<file path="src/rtl/bus_arb_pkg.sv">
// bus_arb_pkg: shared state encoding, default parameters and helpers for the bus cycle arbiter.
package bus_arb_pkg;

    typedef enum logic [5:0] {
        IDLE = 6'b000001,
        T1   = 6'b000010,
        T2   = 6'b000100,
        TW   = 6'b001000,
        T3   = 6'b010000,
        T4   = 6'b100000
    } state_t;

    localparam int NREQ_DEF    = 4;
    localparam int AW_DEF      = 16;
    localparam int DW_DEF      = 8;
    localparam int MAXWAIT_DEF = 15;

    function automatic int clog2(input int n);
        for (int r = 1; r < 32; r++)
            if ((1 << r) >= n) return r;
        return 32;
    endfunction

endpackage

</file>
<file path="src/rtl/rr_arbiter.sv">
// rr_arbiter: combinational round-robin pick of the first request at or after ptr.
module rr_arbiter
    import bus_arb_pkg::*;
#(
    parameter int NREQ = NREQ_DEF,
    parameter int IW   = clog2(NREQ)
) (
    input  logic [NREQ-1:0] req,
    input  logic [IW-1:0]   ptr,
    output logic [NREQ-1:0] pick,
    output logic [IW-1:0]   idx,
    output logic            any_req
);

    logic [IW-1:0] j;

    assign any_req = |req;

    // Scan from farthest to nearest so the candidate closest to ptr wins.
    always_comb begin
        pick = '0;
        idx  = '0;
        j    = '0;
        for (int k = NREQ - 1; k >= 0; k--) begin
            j = IW'((int'(ptr) + k) % NREQ);
            if (req[j]) begin
                idx  = j;
                pick = NREQ'(1) << j;
            end
        end
    end

endmodule

</file>
<file path="src/rtl/bus_cycle_arbiter.sv">
// bus_cycle_arbiter: round-robin sharing of one multiplexed bus, sequencing T1/T2/TW/T3/T4 cycles.
// Define BUS_WAIT_TIMEOUT_EN to abort wait states after MAXWAIT cycles with an err pulse.
module bus_cycle_arbiter
    import bus_arb_pkg::*;
#(
    parameter int NREQ    = NREQ_DEF,
    parameter int AW      = AW_DEF,
    parameter int DW      = DW_DEF,
    parameter int MAXWAIT = MAXWAIT_DEF
) (
    input  logic           clk,
    input  logic           rst,
    input  logic [NREQ-1:0]    req,
    input  logic [NREQ-1:0]    we,
    input  logic [NREQ*AW-1:0] addr,
    input  logic [NREQ*DW-1:0] wdata,
    output logic [NREQ-1:0]    gnt,
    output logic [NREQ-1:0]    done,
    output logic [DW-1:0]      rdata,
    output logic           err,
    output logic           ale,
    output logic           cs_n,
    output logic           rd_n,
    output logic           wr_n,
    output logic [AW-1:0]  bus_addr,
    output logic [DW-1:0]  bus_wdata,
    output logic           bus_wdata_oe,
    input  logic [DW-1:0]  bus_rdata,
    input  logic           ready
);

    localparam int IW = clog2(NREQ);

    if (NREQ < 2 || NREQ > 8 || MAXWAIT < 1) begin : g_bad_cfg
        $error("bus_cycle_arbiter: unsupported NREQ or MAXWAIT");
    end

    state_t          state, nxt;
    logic [IW-1:0]   ptr, idx, pick_idx;
    logic [NREQ-1:0] pick, gnt_l;
    logic            any_req, we_l, strobe, tmo;

    rr_arbiter #(.NREQ(NREQ), .IW(IW)) u_rr (
        .req     (req),
        .ptr     (ptr),
        .pick    (pick),
        .idx     (pick_idx),
        .any_req (any_req)
    );

`ifdef BUS_WAIT_TIMEOUT_EN
    localparam int CW = (clog2(MAXWAIT + 1) < 4) ? 4 : clog2(MAXWAIT + 1);
    logic [CW-1:0] cnt;
    logic          tmo_hit;

    assign tmo = cnt == CW'(MAXWAIT - 1);
    assign err = (state == T4) && tmo_hit;

    // cnt sits at zero outside TW, so it is clear on every TW entry.
    always_ff @(posedge clk) begin
        if (rst) begin
            cnt     <= '0;
            tmo_hit <= 1'b0;
        end else begin
            cnt     <= (state == TW) ? cnt + 1'b1 : '0;
            tmo_hit <= (state == TW) && !ready && tmo;
        end
    end
`else
    assign tmo = 1'b0;
    assign err = 1'b0;
`endif

    always_ff @(posedge clk) begin
        if (rst) state <= IDLE;
        else     state <= nxt;
    end

    always_comb begin
        nxt = state;
        case (state)
            IDLE:    nxt = any_req ? T1 : IDLE;
            T1:      nxt = T2;
            T2:      nxt = ready ? T3 : TW;
            TW:      nxt = ready ? T3 : (tmo ? T4 : TW);
            T3:      nxt = T4;
            T4:      nxt = IDLE;
            default: nxt = IDLE;
        endcase
    end

    always_ff @(posedge clk) begin
        if (rst) begin
            ptr       <= '0;
            idx       <= '0;
            gnt_l     <= '0;
            we_l      <= 1'b0;
            bus_addr  <= '0;
            bus_wdata <= '0;
            rdata     <= '0;
        end else begin
            if (state == IDLE && any_req) begin
                idx       <= pick_idx;
                gnt_l     <= pick;
                we_l      <= we[pick_idx];
                bus_addr  <= addr[pick_idx*AW +: AW];
                bus_wdata <= wdata[pick_idx*DW +: DW];
            end
            if (state == T3 && !we_l) rdata <= bus_rdata;
            if (state == T4) ptr <= (idx == IW'(NREQ - 1)) ? '0 : idx + 1'b1;
        end
    end

    assign strobe       = (state == T2) || (state == TW) || (state == T3);
    assign gnt          = (state == IDLE) ? '0 : gnt_l;
    assign done         = (state == T4) ? gnt_l : '0;
    assign ale          = state == T1;
    assign cs_n         = !(ale || strobe);
    assign rd_n         = !(strobe && !we_l);
    assign wr_n         = !(strobe && we_l);
    assign bus_wdata_oe = strobe && we_l;

endmodule
</file>
<file path="config.mk">
export PLATFORM = sky130hd
export DESIGN_NAME = bus_cycle_arbiter
export DESIGN_NICKNAME = d
export VERILOG_FILES = /design/src/rtl/bus_arb_pkg.sv /design/src/rtl/rr_arbiter.sv /design/src/rtl/bus_cycle_arbiter.sv
export SDC_FILE = /design/constraint.sdc
export NUM_CORES = 1
export LEC_CHECK = 0
export CORE_MARGIN = 2
export CORE_UTILIZATION = 38
export CTS_CLUSTER_SIZE = 40
export DETAILED_ROUTE_END_ITERATION = 10
export PLACE_DENSITY = 0.8
export SYNTH_ARGS = -nofsm -noshare
export SYNTH_HDL_FRONTEND = slang
export SYNTH_SLANG_ARGS = --single-unit
</file>
<file path="constraint.sdc">
create_clock -name clk -period 6.8 [get_ports clk]
set_input_delay 1.36 -clock clk [delete_from_list [all_inputs] [get_ports clk]]
set_output_delay 1.36 -clock clk [all_outputs]
set_load 0.005 [all_outputs]
</file>
== After elaboration in Yosys (flattened, before gate mapping) ==
Index checks and enable logic that the tools add are counted.
Operators by class
  mux-type cells: 24
  equal/unequal tests: 7
  reduce and logical (&&, ||, !) cells: 13
  shift operators: 6
  multiply operators: 0
  $add $sub $neg: 4
  bitwise operators: 0
  div/mod/pow operators: 0
  $lt $le $gt $ge: 5
Operators by type and width (number)
  indexed part select 64 x 7 -> 16 bit: 1
  indexed part select 32 x 6 -> 8 bit: 1
  2-to-1 mux 4 bit: 6
  one-hot mux 6 bit (4 select lines): 1
  left shift 1 x 2 -> 4 bit, first input constant: 4
  less-than comparator 2 x 3 -> 1 bit, second input constant: 5
  2-to-1 mux 2 bit: 6
  binary-select mux 1 bit (select 2 bit): 5
  equality test 6 x 1 -> 1 bit, second input constant: 1
  equality test 6 x 2 -> 1 bit, second input constant: 1
  equality test 6 x 3 -> 1 bit, second input constant: 1
  equality test 6 x 4 -> 1 bit, second input constant: 1
  equality test 6 x 5 -> 1 bit, second input constant: 1
  equality test 6 bit, second input constant: 1
  2-to-1 mux 1 bit: 5
  2-to-1 mux 5 bit: 1
  adder 2 x 1 -> 2 bit, second input constant: 2
  adder 2 bit, second input constant: 2
  logical AND 1 bit: 4
  zero test 1 bit: 4
  OR reduction 4 bit: 1
  logical OR 1 bit: 3
  equality test 2 bit, second input constant: 1
  OR reduction 2 bit: 1
Word-level totals
  bits in read-only memories: 0
  RAM bits: 0
  logic and storage cells: 67
  memories kept: 0
  output and inout port bits: 46
  bits of input ports: 115
  bits in latches: 0
  bits in registers: 47

== Longest topological paths before layout ==
Gate-level depths: netlist (run 1).
  word-level depth: 9
  gate-level depth with buffers: 12
  depth with buffers taken out: 8

== Hierarchy ==
From an unflattened synthesis (run 1), not the netlist that was laid out.
Second synthesis, totals
  cells, all modules: 337
  area total of the unflattened synthesis: 3111.7 um^2
By module, submodules not included
  bus_cycle_arbiter: sequential area each 940.9 um^2, cells each 275, instances 1, area an instance 2613.8 um^2
  rr_arbiter: sequential area each 0.0 um^2, cells each 62, instances 1, area an instance 498.0 um^2

== Worst setup path after synthesis (run 1) ==
Ideal clock, no wire load.
  path type: input-to-reg
  start point: input port req[2]
  end point: register bus_addr[11]
  stages on the path: 8
  data required time: 6.684 ns
  setup slack: 3.766 ns
  data arrival time: 2.918 ns
  path buffers: 2
  path through: mux4_2 buf_4 a31oi_1 a21oi_2 buf_2 nand2_1 nand4_1 a31o_1
Between the ends
  longest elaborated chain between the ends: 7
RTL lines
  from (decl): RTL line bus_cycle_arbiter.sv:13  | input logic [NREQ-1:0] req,
  binary-select mux 1 bit (select 2 bit): RTL line rr_arbiter.sv:26  | if (req[j]) begin
  2-to-1 mux 1 bit (not written as such): RTL line rr_arbiter.sv:26
  2-to-1 mux 2 bit (4 in series): RTL line rr_arbiter.sv:26
  indexed part select 64 x 7 -> 16 bit: RTL line bus_cycle_arbiter.sv:106  | bus_addr <= addr[pick_idx*AW +: AW];
  to (signal assigned): RTL line bus_cycle_arbiter.sv:106
  to (decl): RTL line bus_cycle_arbiter.sv:25  | output logic [AW-1:0] bus_addr,
Several ways; a longest one is shown, not always the timed one. The select of a mux whose other input is x is not followed.
A chain may end at the register's enable or synchronous reset.

== Worst setup path after layout (run 1) ==
  start point: input port req[1]
  end point: register bus_addr[9]
The elaborated chain is that of the path after synthesis.

==> results of run 1 <==
==> kinds of logic (layout without fill, tap and decap cells) <==
group           count (synthesis)  count (layout)  synth area share (%)
compound gates                 79              79                  19.3
xor+xnor                        1               1                 0.287
fa+ha+maj                       9               9                  3.69
buf+inv                        33             171                  5.90
flops                          47              47                  30.8
mux                            34              34                  12.8
other cells                     1               1                 0.123
simple gates                  163             163                  27.0
==> cells in the mapped netlist (2+ instances only) <==
cell / number
o21ai_0: 20
nand3_1: 25
buf_6: 3
nor2b_4: 2
nand2b_1: 3
a221oi_1: 4
nor2b_1: 6
nor2_1: 23
nor4_1: 2
nand2_1: 62
nor3_1: 2
o311ai_0: 4
a21o_1: 2
inv_1: 3
buf_2: 15
a211o_1: 16
o211ai_1: 16
nand4_1: 9
and2_1: 8
clkbuf_1: 7
dfxtp_1: 47
a31o_1: 4
ha_1: 9
mux4_2: 4
nor3b_1: 11
mux2i_1: 29
a31o_2: 5
o21a_1: 2
buf_4: 4
==> layout by cell type, fill, tap and decap left out, types with 2 or more instances in the layout <==
cell type / Yosys / final
nor2_1: 23 / 23
clkbuf_8: 0 / 5
and2_1: 8 / 8
o21a_1: 2 / 2
nor2b_4: 2 / 2
nand3_1: 25 / 25
ha_1: 9 / 9
inv_1: 3 / 3
nor3_1: 2 / 2
o311ai_0: 4 / 4
nand2b_1: 3 / 3
clkdlybuf4s50_1: 0 / 159
nor2b_1: 6 / 6
nand4_1: 9 / 9
nand2_1: 62 / 62
mux4_2: 4 / 4
a21o_1: 2 / 2
a221oi_1: 4 / 4
o21ai_0: 20 / 20
a31o_2: 5 / 5
mux2i_1: 29 / 29
a31o_1: 4 / 4
a211o_1: 16 / 16
nor3b_1: 11 / 11
o211ai_1: 16 / 16
nor4_1: 2 / 2
dfxtp_1: 47 / 47
==> state kept, by name, indices dropped and copies added (netlist names) <==
name and cells:
we_l 1, ptr 2, state 6, bus_addr 16
idx 2, rdata 8, gnt_l 4, bus_wdata 8
==> final cells by class <==
class | instances | area (um^2)
clock buffers | 5 | 68.8
repair buffers | 160 | 1600
clock inverters | 2 | 37.5
fillers | 704 | 3040
multi-input cells | 287 | 1940
well taps | 102 | 128
inverters | 4 | 15.0
flip-flops and latches | 47 | 941
==> worst reg2reg max path, stage by stage, from the launching register on <==
cell and delay, ns:
dfxtp_1 0.79, inv_1 0.22, ha_1 0.42, mux4_2 0.44, nor2b_4 0.08, o21ai_2 0.91
nand2_2 0.76, mux2i_1 0.38, o211ai_1 0.10
==> power by group through the flow <==
stage	logic [mW]	registers, mW	clock network [mW]
after floorplan	0.125	0.331	0
after global placement	0.262	0.331	0
after detailed placement	0.267	0.332	0
after CTS	0.267	0.326	0.210
after global routing	0.289	0.330	0.219
final	0.266	0.326	0.203
==> metrics by stage <==
| step | worst slack [ns] | util [%] |
|---|---|---|
| detailed placement | 1.90 | 59.5 |
| floorplan | 3.77 | - |
| global placement | 2.06 | 59.5 |
| CTS | 2.23 | 60.9 |
| global route | 2.04 | 60.9 |
| finish | 2.19 | 60.9 |
==> worst paths after layout <==
path / endpoint / startpoint / cells past startpoint / slack, ns
setup / recovery: bus_addr[9]$_SDFFE_PP0P_ / req[1] / 7 / 2.19
hold / removal: bus_wdata[5]$_SDFFE_PP0P_ / bus_wdata[5]$_SDFFE_PP0P_ / 2 / 0.48
setup reg to reg: bus_addr[9]$_SDFFE_PP0P_ / ptr[0]$_SDFFE_PP0N_ / 8 / 2.60
hold reg to reg: bus_wdata[5]$_SDFFE_PP0P_ / bus_wdata[5]$_SDFFE_PP0P_ / 2 / 0.48
==> metal layers <==
layer / part of all wire (%) / routed length [um] / vias up / global-route usage (%)
met4: 1.1 / 110 / 0 / 5.31
met2: 50 / 4800 / 156 / 38.7
met3: 8.5 / 819 / 13 / 4.92
met5: 0 / 0 / - / 0
met1: 40 / 3880 / 1505 / 25.2
li1: - / - / 1602 / -
==> qor.txt, run 1 <==
Syn_area_per_cell = 8.32 um^2
Req. time, crit path = 6.99 ns
RSZ-0062 raised after global routing = no
Die W = 93.6 um
Element type at the critical path end = flop
Startpoint types = input pin
Bufs and invs on worst path = 1
Crit-path max cell delay = 0.91 ns
Total power = 0.795 mW
Post-synthesis sequential area ratio = 30.8%
Main synth FF type = dfxtp_1
Ys Warns = 0
Placer Congestion = 0.818
Dpl cells = 600
Sequential Power Share = 41.0%
TritonCTS clock tree = done
Worst-skew pair later-pin latency = 0.30 ns
Placed wire-length estimate = 7.12 mm
Port bufs = 159
Die area = 0.00877 mm^2
Post-CTS Setup Bufs = 0
Worst Clk Skew = 0.00475 ns
Vias in the first global route = 3212
Worst-margin pin slew = 1.24 ns
Status = complete, no violations
Netlist cell types = 49
Pins Over Slew Limit = 0
Synthesized net count = 491
Syn Inst Count = 367
Ports = 161
Area leader, netlist = dfxtp_1
Via Count = 3276
Crit path max-delay cell type = o21ai_2
Kind of critical path = in2reg
Global-route wire length before repair = 14.9 mm
Crit-path max FO = 26
CP top delay family = compound AO/OA/AOI/OAI gates
Mean routed wirelength per cell = 15.8 um
Post-synth top area share = 30.8%
CTS Root Cell = clkbuf_8
Final Setup Violations = 0
Clk sink count = 47
Net switching power = 0.223 mW
Top cells by area in the synthesized netlist = dfxtp_1 (31%), mux2i_1 (9.5%), nand2_1 (7.6%)
Clock buffer depth = 2
Clock share of power = 25.6%
FFs w/ async S/R, synth = 0%
Global route overflow = 0
Antenna diodes = 0
Placed Instance Area = 0.00462 mm^2
Lkg Pwr = 1.74 nW
Rel. slew slack = 17.2%
Critical path data arrival time = 4.80 ns
EDFF count, synth = 0
PD cells = 168 mW/mm^2
Starting Density = 39.3%
Max Clock Freq = 217 MHz
Layout Nets = 629
Gr usage total = 21.3%
Drt pass-1 iters = 4
Share of layout cells above drive strength 1 = 5.54%
Int Pwr = 0.572 mW
Total routed wirelength = 9.60 mm
Switch share = 28.1%
Hold Vio Cnt, Final = 0
Inserted Clock Buffers = 5
Max Cap Violations = 0
Layout Cells excl Fill = 607
Antenna viol nets, final = 0
Period utilisation layout = 67.8%
Post-route cell area = 0.00473 mm^2
Largest net degree at the start of global routing = 37
Hold_buf cts = 0
DIE HEIGHT = 93.6 um
Post-CTS sizing = 0
Initial DRC Count = 153
H-tree depth = 2
Antenna violations before repair = 0
Min Tclk post-route = 4.61 ns
HP Class = reg2reg
Crit path cell chain = clkdlybuf4s50_1 -> mux4_2 -> nor2b_4 -> o21ai_2 -> nand2_2 -> mux2i_1 -> o211ai_1
Reg clk slew, reported paths = 0.08 ns
WHS = 0.484 ns
Max VDD drop = 0.0000979 V
DRC Markers = 0
Rows = 32
Comb pwr share = 33.4%
Area grow syn2layout = 54.9%
Synthesized cell area = 0.00305 mm^2
Post-route setup TNS = 0 ns
Core area = 0.00777 mm^2
Number of synthesized register bits = 47
Vias per cell = 5.40
Note: power is estimated with default switching activity, not from simulation.
==> run 2: changes to the inputs <==
--- a/config.mk
+++ b/config.mk
@@ -6,10 +6,10 @@
 export NUM_CORES = 1
 export LEC_CHECK = 0
 export CORE_MARGIN = 2
-export CORE_UTILIZATION = 38
+export CORE_UTILIZATION = 36
 export CTS_CLUSTER_SIZE = 40
 export DETAILED_ROUTE_END_ITERATION = 10
-export PLACE_DENSITY = 0.8
+export PLACE_DENSITY = 0.79
 export SYNTH_ARGS = -nofsm -noshare
 export SYNTH_HDL_FRONTEND = slang
 export SYNTH_SLANG_ARGS = --single-unit
==> constraint.sdc (replaced) <==
create_clock -name clk -period 4.2 [get_ports clk]
set_input_delay 0.84 -clock clk [delete_from_list [all_inputs] [get_ports clk]]
set_output_delay 0.84 -clock clk [all_outputs]
set_load 0.005 [all_outputs]
==> run 2 against run 1 <==
  * Sequential power grew 63%
  * Core utilization shrank 3.2 points
  * First-iteration DRC count shrank 18%
  * Design area grew 0.26%
  * Clock power grew 32%
  * Total power grew 55%
  * Combinational power grew 65%
  * Critical path type is now reg2reg
  * Largest power group unchanged
==> qor.txt, run 2 (synthesis gave the netlist of run 1 again) <==
Largest regs = bus_addr x16, bus_wdata x8, rdata x8
Initial DRC Count = 125
Reg clk slew, reported paths = 0.09 ns
Max VDD drop = 0.000130 V
Max Clock Freq = 288 MHz
Clk sink count = 47
Lkg Pwr = 1.75 nW
Element type at the critical path end = flop
Layout Nets = 633
Layout Utilization = 57.7%
Rel. slew slack = 31.9%
Clock share of power = 21.6%
Hold depth = 2
Global-route wire length before repair = 14.8 mm
Post-CTS Setup Bufs = 0
Crit-path max FO = 36
Most common cell after layout, fill and taps aside = clkdlybuf4s50_1
Largest register FFs = 16
Min Tclk post-route = 3.47 ns
Most frequent cells in the layout = clkdlybuf4s50_1 (159), nand2_1 (62), dfxtp_1 (47)
Post-place setup slack = 0.659 ns
Switch share = 29.3%
H-tree depth = 2
Inserted Clock Buffers = 5
Port bufs = 159
Placer Congestion = 0.821
Layout fillers = 715
Footprint of the multi-input gates = 0.00194 mm^2
Post-route setup TNS = 0 ns
Starting Density = 37.2%
Final Setup Violations = 0
Area grow syn2layout = 55.3%
WHS = 0.478 ns
Antenna diodes = 0
Pins Over Slew Limit = 0
Antenna viol nets, final = 0
Worst-margin pin slew = 1.02 ns
Reg with most FFs = bus_addr
RSZ-0062 raised after global routing = no
Min-delay src = idx[1]$_SDFFE_PP0P_
PD cells = 260 mW/mm^2
Via Count = 3308
Clock buffer depth = 2
Total routed wirelength = 9.79 mm
Worst reg2reg path endpoint = bus_wdata[4]$_SDFFE_PP0P_
Largest net degree at the start of global routing = 37
Comb pwr share = 35.5%
Worst Clk Skew = 0.00624 ns
CTS Root Cell = clkbuf_8
HP Class = reg2reg
Die W = 96.1 um
Core area = 0.00822 mm^2
Hold EP = idx[1]$_SDFFE_PP0P_
Int Pwr = 0.874 mW
DRC Markers = 0
Critical register-to-register path startpoint = ptr[0]$_SDFFE_PP0N_
Die area = 0.00923 mm^2
R2r worst-path depth = 7
Mean routed wirelength per cell = 15.9 um
Worst-skew pair later-pin latency = 0.30 ns
Share of layout cells above drive strength 1 = 6.27%
Post-CTS sizing = 0
Placed wire-length estimate = 7.23 mm
Sequential Power Share = 42.9%
Drt pass-1 iters = 4
Critical path data arrival time = 3.68 ns
Hold_buf cts = 0
Vias per cell = 5.38
Gr usage total = 20.6%
Crit path cell chain = inv_1 -> ha_1 -> mux4_2 -> a31oi_1 -> a21oi_4 -> nand2_4 -> o211ai_1
TritonCTS clock tree = done
Max Cap Violations = 0
Antenna violations before repair = 0
Reg area = 941 um^2
Kind of critical path = reg2reg
Setup slack, reg-to-reg = 0.73 ns
Rows = 33
Global route overflow = 0
Hold Vio Cnt, Final = 0
Startpoint types = flop
Final worst setup slack = 0.734 ns
Crit-path max cell delay = 0.81 ns
Total power = 1.23 mW
Status = complete, no violations
Vias in the first global route = 3083
DIE HEIGHT = 96.1 um
Crit path max-delay cell type = dfxtp_1
Net switching power = 0.361 mW
Req. time, crit path = 4.42 ns
Ports = 161
Period utilisation layout = 82.5%
run 2: changes by cell type in the layout (fill, tap and decap cells not counted), sizes merged:
cell | previous run | this run
buf | 1 | 5
bufinv | 1 | 0
clkbuf | 5 | 6
clkinv | 0 | 1
run 2: worst max-delay path: cells and delay by family (launching register included):
| family | cells | cell delay (ns) |
|---|---|---|
| AND/OR/NAND/NOR | 1 | 0.29 |
| adder cells (fa/ha/maj) | 1 | 0.43 |
| flip-flops | 1 | 0.81 |
| multiplexers | 1 | 0.43 |
| AO/OA/AOI/OAI | 3 | 1.19 |
| buffers and inverters | 1 | 0.22 |
run 2: layer usage:
layer  wire length (um)  vias to the layer above  track usage, %
met3                930                       12            5.64
li1                   -                     1611               -
met4                151                        0            6.31
met5                  0                        -               0
met1               3990                     1531            24.2
met2               4720                      154            36.1
run 2: area by class of cell:
cell class / count / area share (%)
clock inverters: 2 / 0.264
repair buffers: 164 / 34.4
multi-input cells: 287 / 40.9
flip-flops and latches: 47 / 19.8
well taps: 105 / 2.77
clock buffers: 6 / 1.53
inverters: 4 / 0.317
run 2: power groups by stage:
| stage | logic, mW | clock network (mW) | registers, mW |
|---|---|---|---|
| final | 0.438 | 0.267 | 0.530 |
| after global routing | 0.477 | 0.292 | 0.537 |
| after global placement | 0.433 | 0 | 0.537 |
| after floorplan | 0.203 | 0 | 0.535 |
| after detailed placement | 0.440 | 0 | 0.539 |
| after CTS | 0.443 | 0.275 | 0.530 |
run 2: worst max-delay path by stage:
stage,to,cells past startpoint,startpoint
after floorplan,bus_addr[11]$_SDFFE_PP0P_,11,ptr[0]$_SDFFE_PP0N_
after global placement,bus_addr[4]$_SDFFE_PP0P_,6,req[1]
after detailed placement,bus_wdata[6]$_SDFFE_PP0P_,6,req[1]
after CTS,bus_wdata[6]$_SDFFE_PP0P_,7,ptr[0]$_SDFFE_PP0N_
after global routing,bus_wdata[4]$_SDFFE_PP0P_,7,ptr[0]$_SDFFE_PP0N_
final,bus_wdata[4]$_SDFFE_PP0P_,7,ptr[0]$_SDFFE_PP0N_
run 2: per-stage QoR:
step           std cells  cell area, um^2
2_1_floorplan        367             3050
3_3_place_gp         607             4660
3_5_place_dp         607             4660
4_1_cts              615             4740
5_1_grt              615             4740
6_report             615             4740
